--- src/rtl/stopwatch_ctrl.sv ---
// ---------------------------------------------------------------------------
// stopwatch_ctrl
//
// Single-clock sequencer for the stopwatch time datapath. Counting is driven
// by one-cycle tick enables instead of derived clocks. The block holds the
// mm:ss registers, runs a RUN / ADJUST / PAUSE state machine and drives the
// per-field blink selects for the display chain downstream.
//
// Ports:
//   clk          in   1      system clock, rising edge
//   rst          in   1      asynchronous active-high reset
//   tick_1hz     in   1      one-cycle enable, 1 Hz count tick
//   tick_2hz     in   1      one-cycle enable, 2 Hz adjust tick
//   pause_pulse  in   1      one-cycle filtered pause pulse, toggles pause
//   sel          in   1      select switch: 0 = seconds, 1 = minutes
//   adj          in   1      adjust switch: 1 = adjust mode
//   seconds      out  CNT_W  current seconds, 0..SEC_MAX
//   minutes      out  CNT_W  current minutes, 0..MIN_MAX
//   paused       out  1      high while paused
//   blink_sec    out  1      high while adjusting seconds
//   blink_min    out  1      high while adjusting minutes
// ---------------------------------------------------------------------------
module stopwatch_ctrl #(
    parameter int CNT_W   = 6,
    parameter int SEC_MAX = 59,
    parameter int MIN_MAX = 59
) (
    input  logic             clk,
    input  logic             rst,
    input  logic             tick_1hz,
    input  logic             tick_2hz,
    input  logic             pause_pulse,
    input  logic             sel,
    input  logic             adj,
    output logic [CNT_W-1:0] seconds,
    output logic [CNT_W-1:0] minutes,
    output logic             paused,
    output logic             blink_sec,
    output logic             blink_min
);

    typedef enum logic [1:0] {
        S_RUN     = 2'd0,
        S_ADJ_SEC = 2'd1,
        S_ADJ_MIN = 2'd2,
        S_PAUSE   = 2'd3
    } state_t;

    localparam logic [CNT_W-1:0] SEC_LAST = CNT_W'(SEC_MAX);
    localparam logic [CNT_W-1:0] MIN_LAST = CNT_W'(MIN_MAX);
    localparam logic [CNT_W-1:0] ONE      = CNT_W'(1);

    state_t           state;
    state_t           state_next;
    state_t           target;
    logic             sec_wrap;
    logic             min_wrap;
    logic [CNT_W-1:0] seconds_next;
    logic [CNT_W-1:0] minutes_next;

    // State register.
    always_ff @(posedge clk or posedge rst) begin
        if (rst) begin
            state <= S_RUN;
        end else begin
            state <= state_next;
        end
    end

    // Next-state logic. The switches pick a target mode; a pause pulse
    // toggles between that target and S_PAUSE. While paused the switches
    // are ignored until the next pause pulse.
    always_comb begin
        target     = S_RUN;
        state_next = state;
        if (adj) begin
            target = sel ? S_ADJ_MIN : S_ADJ_SEC;
        end
        if (state == S_PAUSE) begin
            if (pause_pulse) begin
                state_next = target;
            end
        end else begin
            state_next = pause_pulse ? S_PAUSE : target;
        end
    end

    // Output decode straight from the state register.
    always_comb begin
        paused    = 1'b0;
        blink_sec = 1'b0;
        blink_min = 1'b0;
        case (state)
            S_PAUSE:   paused    = 1'b1;
            S_ADJ_SEC: blink_sec = 1'b1;
            S_ADJ_MIN: blink_min = 1'b1;
            default:   ;
        endcase
    end

    // Datapath next values, keyed on the pre-transition state so a tick
    // coinciding with a pause pulse still acts. Each state listens to only
    // one tick, which rules out double increments. The ">=" compare makes
    // any out-of-range value behave as MAX and wrap on the next increment.
    always_comb begin
        sec_wrap     = (seconds >= SEC_LAST);
        min_wrap     = (minutes >= MIN_LAST);
        seconds_next = seconds;
        minutes_next = minutes;
        case (state)
            S_RUN: begin
                if (tick_1hz) begin
                    if (sec_wrap) begin
                        seconds_next = '0;
                        minutes_next = min_wrap ? '0 : minutes + ONE;
                    end else begin
                        seconds_next = seconds + ONE;
                    end
                end
            end
            S_ADJ_SEC: begin
                if (tick_2hz) begin
                    seconds_next = sec_wrap ? '0 : seconds + ONE;
                end
            end
            S_ADJ_MIN: begin
                if (tick_2hz) begin
                    minutes_next = min_wrap ? '0 : minutes + ONE;
                end
            end
            default: ;
        endcase
    end

    // mm:ss registers.
    always_ff @(posedge clk or posedge rst) begin
        if (rst) begin
            seconds <= '0;
            minutes <= '0;
        end else begin
            seconds <= seconds_next;
            minutes <= minutes_next;
        end
    end

endmodule

--- config.mk ---
export PLATFORM = sky130hd
export DESIGN_NAME = stopwatch_ctrl
export DESIGN_NICKNAME = d
export VERILOG_FILES = /design/src/rtl/stopwatch_ctrl.sv
export SDC_FILE = /design/constraint.sdc
export NUM_CORES = 1
export LEC_CHECK = 0
export CAP_MARGIN = 20
export CORE_MARGIN = 1.5
export CORE_UTILIZATION = 49
export DETAILED_ROUTE_END_ITERATION = 12
export PLACE_DENSITY = 0.81
export SLEW_MARGIN = 25
export SYNTH_ARGS = -nofsm -noshare
export SYNTH_HDL_FRONTEND = slang
export SYNTH_SLANG_ARGS = --single-unit
--- constraint.sdc ---
create_clock -name clk -period 2.4 [get_ports clk]
set_input_delay 0.48 -clock clk [delete_from_list [all_inputs] [get_ports clk]]
set_output_delay 0.48 -clock clk [all_outputs]
set_load 0.01 [all_outputs]
==> impl_metrics.toml <==
[status]
outcome = "finished, final reports clean"

[sta]
setup_tns_ns = 0
slew_violations = 0
fmax_mhz = 493
rsz0062_at_grt = "no"
tightest_slew_ns = 0.576
setup_violations = 0
clock_skew_ns = 0.00559
finalCritPeriodShare_pct = 84.5
period_minus_slack_ns = 2.03
fin_ws_ns = 0.373
hold_viol_final = 0
relSlewSlack_pct = 61.5

[logic_synthesis]
async_flop_share_pct = 100
synth-seq-cells = 14
netlist_area_um2 = 790
yosysSeqAreaShare_pct = 44.4
ys_types = 32
postSynthCellCount = 77
yosysMostFrequentCell = "dfrtp_1"
synth_edf_count = 0
synthTopCellsByArea = "dfrtp_1 (44%), ha_1 (3.2%), o21ai_0 (3.2%)"
avgSynthCellArea_um2 = 10.3
ys_warn_count = 0
yosysTopAreaCell = "dfrtp_1"
ys.flop_type = "dfrtp_1"
syn_nets = 86
yosysTopAreaCellShare_pct = 44.4
synth_common_cells = "dfrtp_1 (14), nand2_1 (6), inv_1 (5), nor2_1 (5), o21ai_0 (5)"

[critical_path]
start_kind = "flip-flop"
slowest_delay_ns = 0.55
worstPathArrival_ns = 1.55
cpMaxStageDelayCell = "clkdlybuf4s50_1"
timing.rr.end = "minutes[0]"
reg2reg_setup_slack_ns = 0.51
cp_num_buf_inv = 1
path_class = "flip-flop to primary output"
cp_top_family = "buffers and inverters"
crit_chain = "and2_1 > clkdlybuf4s50_1"
worst-path-max-fanout = 8
r2r_start = "seconds[0]"
end_kind = "primary output"
crit_required_ns = 1.92
reg2regPathDepth = 5

[power_and_ir_drop]
p_leak_nw = 0.453
power_density_nw_per_um2 = 1200
irDropWorstVdd_v = 0.000685

[min_path]
hp-class = "primary input to async pin"

[detailed_routing]
avgViaCountPerCell = 5.40
detail_route.first_pass.iterations = 2
vias = 626
ant_nets = 0
drc = 0
drt_iter0_markers = 1
totalWireLength_um = 1520
wire_per_inst_um = 13.1

[finish]
final_area_um2 = 1030
multi_input_area_um2 = 398
drive_gt1_share_pct = 13.0
area_growth_pct = 30.9
nets = 110
fillers = 117
seq_area_um2 = 350
antennaDiodeCount = 0
layoutNonFillerInstCount = 116
utilization_pct = 68.6

[global_routing]
antenna_found_initial = 0
grt_pass1_vias = 594
grt.total_usage_pct = 19.3
grt_max_degree = 15
grt_pass1_wl_um = 2640
grt-ovfl-total = 0

[placed_design]
dp.cells = 112
postPlaceCellArea_um2 = 997
hpwl_um = 1140
port_buffers = 21
pre_cts_slack_ns = 0.480
globalplace.congestion = 0.712

[clocking]
cts_buffer_depth = 2
htreeDepth = 1
hold_buffers = 0
clk_pin_slew_ns = 0.09
post-cts-setup-buffer-count = 0
numCtsBuffers = 3
cts-root-buf = "clkbuf_4"
clock_latency_ns = 0.29
post_cts_resized = 0
cts_tree = "done"
cts_sinks = 14

[floorplanning]
die_area_um2 = 1860
boundaryPins = 22
initial_core_util_pct = 52.4
fp.dieW_um = 43.1
core.rowCount = 14
coreArea_um2 = 1510
die_y_um = 43.1

[run]
drv_cap = 0
sequential cells by signal, summed over array words and instances, names as in the netlist:
register	flops
minutes	6
seconds	6
state	2
through the flow:
| step | power (mW) | hold WS [ns] |
|---|---|---|
| after floorplan | 0.805 | 0.369 |
| after global placement | 1.05 | 0.512 |
| after detailed placement | 1.07 | 0.541 |
| after CTS | 1.25 | 0.544 |
| after global routing | 1.34 | 0.580 |
| final | 1.24 | 0.514 |
worst reg2reg max path: cells and delay by family (launching register included):
family / cells / cell delay (ns)
and+or+nand+nor: 1 / 0.11
AOI/OAI and AO/OA: 3 / 1.01
DFF: 1 / 0.43
adders and majority gates: 1 / 0.26
power breakdown:
part           switching [mW]  internal, mW
Sequential              0.139         0.330
Combinational           0.260         0.338
Clock                  0.0825        0.0924
Total                   0.482         0.761
how the worst max path moves through the flow:
| stage | start | end | slack (ns) | depth (start not counted) |
|---|---|---|---|---|
| after floorplan | seconds[0] | minutes[5] | 0.78 | 6 |
| after global placement | tick_2hz | seconds[0] | 0.55 | 5 |
| after detailed placement | tick_2hz | seconds[0] | 0.48 | 5 |
| after CTS | state[1] | paused | 0.37 | 2 |
| after global routing | state[1] | paused | 0.29 | 2 |
| final | state[1] | paused | 0.37 | 2 |
cell usage in the layout (no fill, tap or decap):
master,count
clkdlybuf4s50_1,21
dfrtp_1,14
nand2_1,6
inv_1,5
nor2_1,5
o21ai_0,5
nand3_1,4
and3_1,3
clkbuf_4,3
o2111a_1,2
o21ai_2,2
o21ai_1,2
nor2b_1,2
mux2i_1,2
o31ai_1,2
and2b_1,2
nor3_1,2
ha_1,2
mux2_4,1
o211ai_2,1
o41ai_2,1
nand2b_1,1
o31ai_2,1
or2_1,1
and2_1,1
xnor2_1,1
mux2_2,1
nor2_2,1
o22a_1,1
nor3_2,1
a2bb2oi_1,1
a22o_1,1
a21o_1,1
clkbuf_8,1
cell families (layout without fill, tap and decap cells):
kind of cell,after synthesis,in the layout,synth area share [%]
adder cells (fa/ha/maj),2,2,3.17
XOR/XNOR,1,1,1.11
buffers and inverters,7,30,5.23
AND/OR/NAND/NOR,29,29,19.3
AO/OA/AOI/OAI,20,20,20.9
multiplexers,4,4,5.86
flip-flops,14,14,44.4
routing by layer:
metal  global-route usage, %  vias to the layer above  wire [um]
li1                        -                      322          -
met1                    27.3                      283        758
met2                    28.1                       16        663
met3                    3.83                        5         65
met4                    9.09                        0         32
met5                       0                        -          0
final cells by class:
class	count	area share (%)
inverters	5	1.82
multi-input cells	56	38.5
repair buffers	21	20.3
well taps	16	1.94
flip-flops and latches	14	33.9
clock buffers	4	3.51
Note: power is estimated with default switching activity, not from simulation.
